File: src/rtl/banner_pixel_streamer_pkg.sv
// Shared constants, state type and map addressing for the banner pixel streamer.
// Optional build macro SCALE2X_EN doubles each map pixel in x and y (240x24 output).
package banner_pkg;

  localparam int BANNER_COLS  = 120;
  localparam int BANNER_ROWS  = 12;
  localparam int BANNER_MAP_W = BANNER_COLS * BANNER_ROWS;
  localparam int BANNER_GLYPH = 12;
  localparam int BANNER_X_W   = 8;
  localparam int BANNER_Y_W   = 5;
  localparam int BANNER_IDX_W = 11;

`ifdef SCALE2X_EN
  localparam int BANNER_SCALE_SH = 1;
`else
  localparam int BANNER_SCALE_SH = 0;
`endif

  localparam int BANNER_OUT_COLS = BANNER_COLS << BANNER_SCALE_SH;
  localparam int BANNER_OUT_ROWS = BANNER_ROWS << BANNER_SCALE_SH;

  typedef enum logic {
    IDLE,
    STREAM
  } banner_state_t;

  // Output coordinate -> pixel_map bit; MSB is the top-left pixel.
  function automatic logic [BANNER_IDX_W-1:0] banner_map_idx(
    input logic [BANNER_X_W-1:0] x,
    input logic [BANNER_Y_W-1:0] y
  );
    logic [BANNER_X_W-1:0] col;
    logic [BANNER_Y_W-1:0] row;
    col = x >> BANNER_SCALE_SH;
    row = y >> BANNER_SCALE_SH;
    return BANNER_IDX_W'(BANNER_MAP_W - 1 - (int'(row) * BANNER_COLS + int'(col)));
  endfunction

endpackage

File: src/rtl/banner_pixel_streamer_if.sv
// Pixel stream interface: one banner pixel per valid/ready transfer with coordinates and row/frame flags.
interface banner_pixel_streamer_if
  import banner_pkg::*;
();

  logic                  pix_valid;
  logic                  pix_ready;
  logic                  pix_data;
  logic [BANNER_X_W-1:0] pix_x;
  logic [BANNER_Y_W-1:0] pix_y;
  logic                  pix_eol;
  logic                  pix_eof;

  modport master (
    output pix_valid, pix_data, pix_x, pix_y, pix_eol, pix_eof,
    input  pix_ready
  );

  modport slave (
    input  pix_valid, pix_data, pix_x, pix_y, pix_eol, pix_eof,
    output pix_ready
  );

endinterface

File: src/rtl/banner_pixel_streamer_raster_counter.sv
// Raster x/y counter over the output grid (scale aware); exposes current and next coordinates
// so the streamer can register the matching map bit in the same cycle the counter advances.
module banner_raster_counter
  import banner_pkg::*;
(
  input  logic                  clk_i,
  input  logic                  rst_ni,
  input  logic                  clear_i,
  input  logic                  adv_i,
  output logic [BANNER_X_W-1:0] x_o,
  output logic [BANNER_Y_W-1:0] y_o,
  output logic [BANNER_X_W-1:0] x_nxt_o,
  output logic [BANNER_Y_W-1:0] y_nxt_o,
  output logic                  eol_o,
  output logic                  eof_o
);

  localparam logic [BANNER_X_W-1:0] LAST_X = BANNER_X_W'(BANNER_OUT_COLS - 1);
  localparam logic [BANNER_Y_W-1:0] LAST_Y = BANNER_Y_W'(BANNER_OUT_ROWS - 1);

  logic [BANNER_X_W-1:0] x_q, x_d;
  logic [BANNER_Y_W-1:0] y_q, y_d;
  logic                  eol, eof;

  always_comb begin
    eol = (x_q == LAST_X);
    eof = eol && (y_q == LAST_Y);
    x_d = x_q;
    y_d = y_q;
    if (clear_i) begin
      x_d = '0;
      y_d = '0;
    end else if (adv_i) begin
      if (eol) begin
        x_d = '0;
        // Wrap to (0,0) after the last pixel so an idle counter is always at the origin.
        y_d = eof ? '0 : y_q + 1'b1;
      end else begin
        x_d = x_q + 1'b1;
      end
    end
  end

  always_ff @(posedge clk_i or negedge rst_ni) begin
    if (!rst_ni) begin
      x_q <= '0;
      y_q <= '0;
    end else begin
      x_q <= x_d;
      y_q <= y_d;
    end
  end

  assign x_o     = x_q;
  assign y_o     = y_q;
  assign x_nxt_o = x_d;
  assign y_nxt_o = y_d;
  assign eol_o   = eol;
  assign eof_o   = eof;

endmodule

File: src/rtl/banner_pixel_streamer.sv
// Latches a 1440-bit banner map on load and streams it pixel by pixel in raster order.
// Build option SCALE2X_EN (see banner_pkg) selects 2x pixel doubling.
module banner_pixel_streamer
  import banner_pkg::*;
(
  input  logic                    clk_i,
  input  logic                    rst_ni,
  input  logic                    load_i,
  input  logic [BANNER_MAP_W-1:0] pixel_map_i,
  output logic                    busy_o,
  banner_pixel_streamer_if.master pix
);

  banner_state_t           state_q, state_d;
  logic [BANNER_MAP_W-1:0] map_q, map_d;
  logic                    data_q, data_d;
  logic                    start, adv, xfer;

  logic [BANNER_X_W-1:0] x_cur, x_nxt;
  logic [BANNER_Y_W-1:0] y_cur, y_nxt;
  logic                  eol, eof;

  banner_raster_counter u_counter (
    .clk_i   (clk_i),
    .rst_ni  (rst_ni),
    .clear_i (start),
    .adv_i   (adv),
    .x_o     (x_cur),
    .y_o     (y_cur),
    .x_nxt_o (x_nxt),
    .y_nxt_o (y_nxt),
    .eol_o   (eol),
    .eof_o   (eof)
  );

  always_comb begin
    state_d = state_q;
    map_d   = map_q;
    data_d  = data_q;
    start   = 1'b0;
    adv     = 1'b0;
    xfer    = (state_q == STREAM) && pix.pix_ready;
    case (state_q)
      IDLE: begin
        if (load_i) begin
          state_d = STREAM;
          map_d   = pixel_map_i;
          start   = 1'b1;
          // First pixel (0,0) comes straight from the incoming map.
          data_d  = pixel_map_i[BANNER_MAP_W-1];
        end
      end
      STREAM: begin
        if (xfer) begin
          adv = 1'b1;
          if (eof) begin
            state_d = IDLE;
            data_d  = 1'b0;
          end else begin
            data_d = map_q[banner_map_idx(x_nxt, y_nxt)];
          end
        end
      end
      default: state_d = IDLE;
    endcase
  end

  always_ff @(posedge clk_i or negedge rst_ni) begin
    if (!rst_ni) begin
      state_q <= IDLE;
      map_q   <= '0;
      data_q  <= 1'b0;
    end else begin
      state_q <= state_d;
      map_q   <= map_d;
      data_q  <= data_d;
    end
  end

  assign busy_o        = (state_q == STREAM);
  assign pix.pix_valid = (state_q == STREAM);
  assign pix.pix_data  = data_q;
  assign pix.pix_x     = x_cur;
  assign pix.pix_y     = y_cur;
  assign pix.pix_eol   = eol;
  assign pix.pix_eof   = eof;

endmodule

File: src/flat_wrapper.sv
// flat-port wrapper written by rule: the top's interface ports become plain ports
module banner_pixel_streamer_flat import banner_pkg::*;
  (clk_i, rst_ni, load_i, pixel_map_i, busy_o, pix_pix_valid, pix_pix_data, pix_pix_x, pix_pix_y, pix_pix_eol, pix_pix_eof, pix_pix_ready);
  banner_pixel_streamer_if pix_i ();
  input  logic clk_i;
  input  logic rst_ni;
  input  logic load_i;
  input  logic [BANNER_MAP_W-1:0] pixel_map_i;
  output logic busy_o;
  output wire logic [$bits(pix_i.pix_valid)-1:0] pix_pix_valid;
  output wire logic [$bits(pix_i.pix_data)-1:0] pix_pix_data;
  output wire logic [$bits(pix_i.pix_x)-1:0] pix_pix_x;
  output wire logic [$bits(pix_i.pix_y)-1:0] pix_pix_y;
  output wire logic [$bits(pix_i.pix_eol)-1:0] pix_pix_eol;
  output wire logic [$bits(pix_i.pix_eof)-1:0] pix_pix_eof;
  input wire logic [$bits(pix_i.pix_ready)-1:0] pix_pix_ready;
  assign pix_pix_valid = pix_i.pix_valid;
  assign pix_pix_data = pix_i.pix_data;
  assign pix_pix_x = pix_i.pix_x;
  assign pix_pix_y = pix_i.pix_y;
  assign pix_pix_eol = pix_i.pix_eol;
  assign pix_pix_eof = pix_i.pix_eof;
  assign pix_i.pix_ready = pix_pix_ready;
  banner_pixel_streamer u_core (.clk_i(clk_i), .rst_ni(rst_ni), .load_i(load_i), .pixel_map_i(pixel_map_i), .busy_o(busy_o), .pix(pix_i));
endmodule
File: config.mk
export PLATFORM = sky130hd
export DESIGN_NAME = banner_pixel_streamer_flat
export DESIGN_NICKNAME = d
export VERILOG_FILES = /design/src/rtl/banner_pixel_streamer_pkg.sv /design/src/rtl/banner_pixel_streamer_if.sv /design/src/rtl/banner_pixel_streamer_raster_counter.sv /design/src/rtl/banner_pixel_streamer.sv /design/src/flat_wrapper.sv
export SDC_FILE = /design/constraint.sdc
export NUM_CORES = 2
export LEC_CHECK = 0
export ABC_CLOCK_PERIOD_IN_PS = 8200
export CORE_AREA = 2 2 576 578
export CTS_CLUSTER_SIZE = 25
export DETAILED_ROUTE_END_ITERATION = 6
export DIE_AREA = 0 0 578 580
export PLACE_DENSITY = 0.46
export SYNTH_ARGS = -nofsm -noshare
export SYNTH_HDL_FRONTEND = slang
export SYNTH_SLANG_ARGS = --single-unit
File: constraint.sdc
create_clock -name clk_i -period 8.2 [get_ports clk_i]
set_input_delay 1.23 -clock clk_i [delete_from_list [all_inputs] [get_ports clk_i]]
set_output_delay 1.23 -clock clk_i [all_outputs]
set_load 0.03 [all_outputs]
==> results_dict.tcl <==
set metrics [dict create \
    status "complete, no violations" \
    fmax_ghz 0.1337 \
    area_delta_synth_final_pct 37.91 \
    p_seq_share_pct 32.2 \
    tightest_slew_ns 1.206 \
    power.density_nw_per_um2 361.2 \
    grt_pass1_wl_mm 522.2 \
    die-height_um 580 \
    drc 0 \
    hold_ws_ns 0.3710 \
    synth_nets 9917 \
    grt_setup_unrepaired "no" \
    critPathLaunchType "flop" \
    setup_viol_count_final 0 \
    switching_share_pct 44.25 \
    maxCapViolCount 0 \
    hold_viol 0 \
    ys.warnings.count 0 \
    min_period_ns 7.477 \
    dieArea_um2 335200 \
    place_congestion 0.8586 \
    io_pins 1462 \
    ant_nets 0 \
    cts_max_level 4 \
    path_class "reg2reg" \
    syn_area_um2 68290 \
    start_util_pct 20.74 \
    r2r-start "u_core.u_counter.x_o[0]" \
    dp_hpwl_mm 280.2 \
    post-route-period-util_pct 91.18 \
    grt_max_degree 199 \
    wirelength_mm 379.3 \
    leakage_nw 44.91 \
    avgRoutedWirePerCell_um 26.62 \
    synth-seq-area-share_pct 53.32 \
    vias 64830 \
    maxSlewViolCount 0 \
    comb_power_share_pct 43.0 \
    fin_nets 11160 \
    reg2reg_to "u_core.pix.pix_data" \
    regToRegSetupSlack_ns 0.72 \
    clk_transition_reported_paths_ns 0.06 \
    crit_required_ns 8.96 \
    p_int_mw 18.97 \
    crit_fanout 19 \
    met1_usage_pct 28.11 \
    globalRouteMet3Util_pct 4.121 \
    clk_path_buf_depth 4 \
    synth-main-ff-cell "dfrtp_1" \
    via_per_inst 4.550 \
    use_met2_pct 36.83 \
    final_area_um2 94170 \
    core_region_area_um2 329200 \
    worstPathArrival_ns 8.23 \
    slew_headroom_pct 18.91 \
    die_w_um 578 \
    r2r_cells 21 \
    track_usage_pct 21.94 \
    vdd_ir_drop_max_mv 0.3778 \
    clk_latency_ns 0.85 \
    tritoncts "done" \
    postSynth.asyncResetShare_pct 100.0 \
    clkPwrFrac_pct 24.8 \
    cts_root_buf "clkbuf_16" \
    ys_ff_latch 1455 \
    overflow 0 \
    placementRows 211 \
    min_path_type "in2async" \
    netlist-cell-type-count 84 \
    clock_sink_count 1455 \
    skew_ns 0.05476 \
    drtIter0Drc 5144 \
    numCtsBuffers 182 \
    antenna_found_initial 95 \
    port_buffers 1461 \
    holdBufCountCts 0 \
    switchingPower_mw 15.05 \
    cp-end-kind "flop" \
    drive_gt1_share_pct 5.769 \
    synth_area_per_cell_um2 8.090 \
    placed_cell_area_um2 87870 \
    grt_pass1_vias 67350 \
    grt.busiest_layer "met2" \
    synth_edf_count 0 \
    startpoint "u_core.u_counter.x_o[0]" \
    first_pass_iters 6 \
    synthCells 8441 \
]
cells in the final DEF, fill, tap and decap left out, types with 7 or more instances in the layout:
cell / n
nand2_1: 5137
clkdlybuf4s50_1: 1460
dfrtp_1: 1455
nand3_1: 207
clkbuf_16: 183
mux2i_1: 167
buf_4: 128
and3_1: 99
a32oi_1: 85
a31oi_1: 82
a211oi_1: 68
diode_2: 54
mux4_2: 44
nand4_1: 43
a21oi_1: 40
o21ai_0: 40
clkbuf_1: 38
clkbuf_8: 33
clkinv_2: 33
buf_12: 30
a32o_1: 29
inv_1: 28
nor2_1: 26
a311oi_1: 23
a221oi_1: 22
ha_1: 22
o211ai_1: 20
bufinv_16: 17
a21o_1: 13
mux2_2: 12
nor3_1: 12
a211o_1: 10
inv_6: 9
a22oi_1: 8
o2111ai_1: 7
o31ai_1: 7
fa_1: 7
power by group through the flow:
| stage | clock network [mW] | registers (mW) | logic (mW) |
|---|---|---|---|
| 3_3_place_gp | 0 | 11.0 | 15.2 |
| 4_1_cts | 8.66 | 10.9 | 15.3 |
| 5_1_grt | 8.94 | 11.2 | 15.9 |
| 6_report | 8.43 | 10.9 | 14.6 |
| 2_1_floorplan | 0 | 10.5 | 6.79 |
| 3_5_place_dp | 0 | 11.0 | 15.2 |
worst max-delay path, stage by stage (launching register included):
cell	delay, ns
dfrtp_1	0.51
ha_1	0.31
nand4b_1	0.29
nor3_2	0.47
nand2_1	0.14
nor3_1	0.18
a21oi_1	0.06
nor2_1	0.39
fa_1	0.54
ha_1	0.31
ha_1	0.27
inv_1	0.04
ha_1	0.42
xnor2_2	0.62
buf_12	0.32
nand2_1	0.44
a31oi_1	0.33
a311o_1	0.43
o211ai_1	0.33
a31oi_2	0.48
a22oi_1	0.15
o41ai_2	0.30
sequential cells by signal, indices dropped and copies added (netlist names):
register,flops
u_core.map_q,1440
u_core.u_counter.x_o,8
u_core.u_counter.y_o,5
u_core.pix.pix_data,1
u_core.busy_o,1
layer usage:
metal	wire [µm]	up-vias
met3	23530	512
met4	13000	56
met5	370	-
li1	-	29590
met2	181800	2352
met1	160600	32330
worst max-delay path by stage:
| stage | end | slack, ns | depth (start not counted) |
|---|---|---|---|
| floorplan | u_core.pix.pix_data | 1.94 | 23 |
| CTS | u_core.pix.pix_data | 0.03 | 24 |
| global placement | u_core.pix.pix_data | -1.07 | 23 |
| global route | u_core.pix.pix_data | 0.13 | 21 |
| finish | u_core.pix.pix_data | 0.72 | 21 |
| detailed placement | u_core.pix.pix_data | -1.09 | 22 |
Yosys cell counts (all sizes together) (5+ instances only):
| cell type | instances | area share (%) |
|---|---|---|
| a2111oi | 11 | 0.16 |
| a211o | 10 | 0.13 |
| a211oi | 69 | 0.76 |
| a21boi | 7 | 0.093 |
| a21o | 13 | 0.14 |
| a21oi | 43 | 0.32 |
| a221oi | 23 | 0.30 |
| a22oi | 8 | 0.088 |
| a311o | 6 | 0.088 |
| a311oi | 25 | 0.33 |
| a31oi | 83 | 0.76 |
| a32o | 29 | 0.43 |
| a32oi | 85 | 1.1 |
| and2 | 5 | 0.046 |
| and3 | 99 | 0.91 |
| buf | 151 | 1.4 |
| clkbuf | 408 | 2.2 |
| dfrtp | 1455 | 53 |
| fa | 7 | 0.21 |
| ha | 25 | 0.46 |
| inv | 31 | 0.18 |
| mux2 | 12 | 0.20 |
| mux2i | 167 | 2.4 |
| mux4 | 44 | 1.5 |
| nand2 | 5140 | 28 |
| nand3 | 209 | 1.5 |
| nand4 | 43 | 0.39 |
| nor2 | 34 | 0.21 |
| nor2b | 5 | 0.046 |
| nor3 | 15 | 0.12 |
| nor4 | 6 | 0.055 |
| o2111ai | 7 | 0.090 |
| o211ai | 20 | 0.22 |
| o21ai | 46 | 0.34 |
| o22ai | 6 | 0.055 |
| o31ai | 7 | 0.077 |
| o32ai | 6 | 0.077 |
| or4 | 5 | 0.055 |
| xnor2 | 10 | 0.13 |
| xor2 | 10 | 0.13 |
per-stage QoR:
step           power, mW  util, %  TNS (ns)  std cells  setup slack, ns
2_1_floorplan      17.32        -         0       8441            1.945
3_3_place_gp       26.14    26.68    -1.066      13870           -1.066
3_5_place_dp       26.21    26.69    -1.090      13870           -1.090
4_1_cts            34.85    28.56         0      14190          0.02803
5_1_grt            36.07    28.59         0      14220           0.1257
6_report           34.02    28.61         0      14250           0.7232
cells by family after synthesis:
| logic type | Yosys count | share of synthesized area (%) |
|---|---|---|
| DFF | 1455 | 53.32 |
| xor gates and xnor gates | 20 | 0.2565 |
| AOI/OAI and AO/OA | 538 | 6.014 |
| muxes | 223 | 4.097 |
| adders and majority gates | 32 | 0.6633 |
| buffers and inverters | 591 | 3.806 |
| and+or+nand+nor | 5582 | 31.84 |
timing repair:
| action | in CTS | in global routing |
|---|---|---|
| gates cloned | 0 | 0 |
| endpoints found under the setup margin | 1 | 1 |
| buffers inserted | 2 | 0 |
| gates resized for setup | 0 | 3 |
| pin swaps | 1 | 0 |
final cells by class:
cell class	count	area (µm²)
inverters	32	153.9
repair buffers	1620	16230
multi-input cells	6395	29640
flip-flops and latches	1455	36410
well taps	4366	5463
clock inverters	72	968.4
clock buffers	254	5176
diodes	54	135.1
fillers	35310	235000
(Power assumes the default switching activity.)
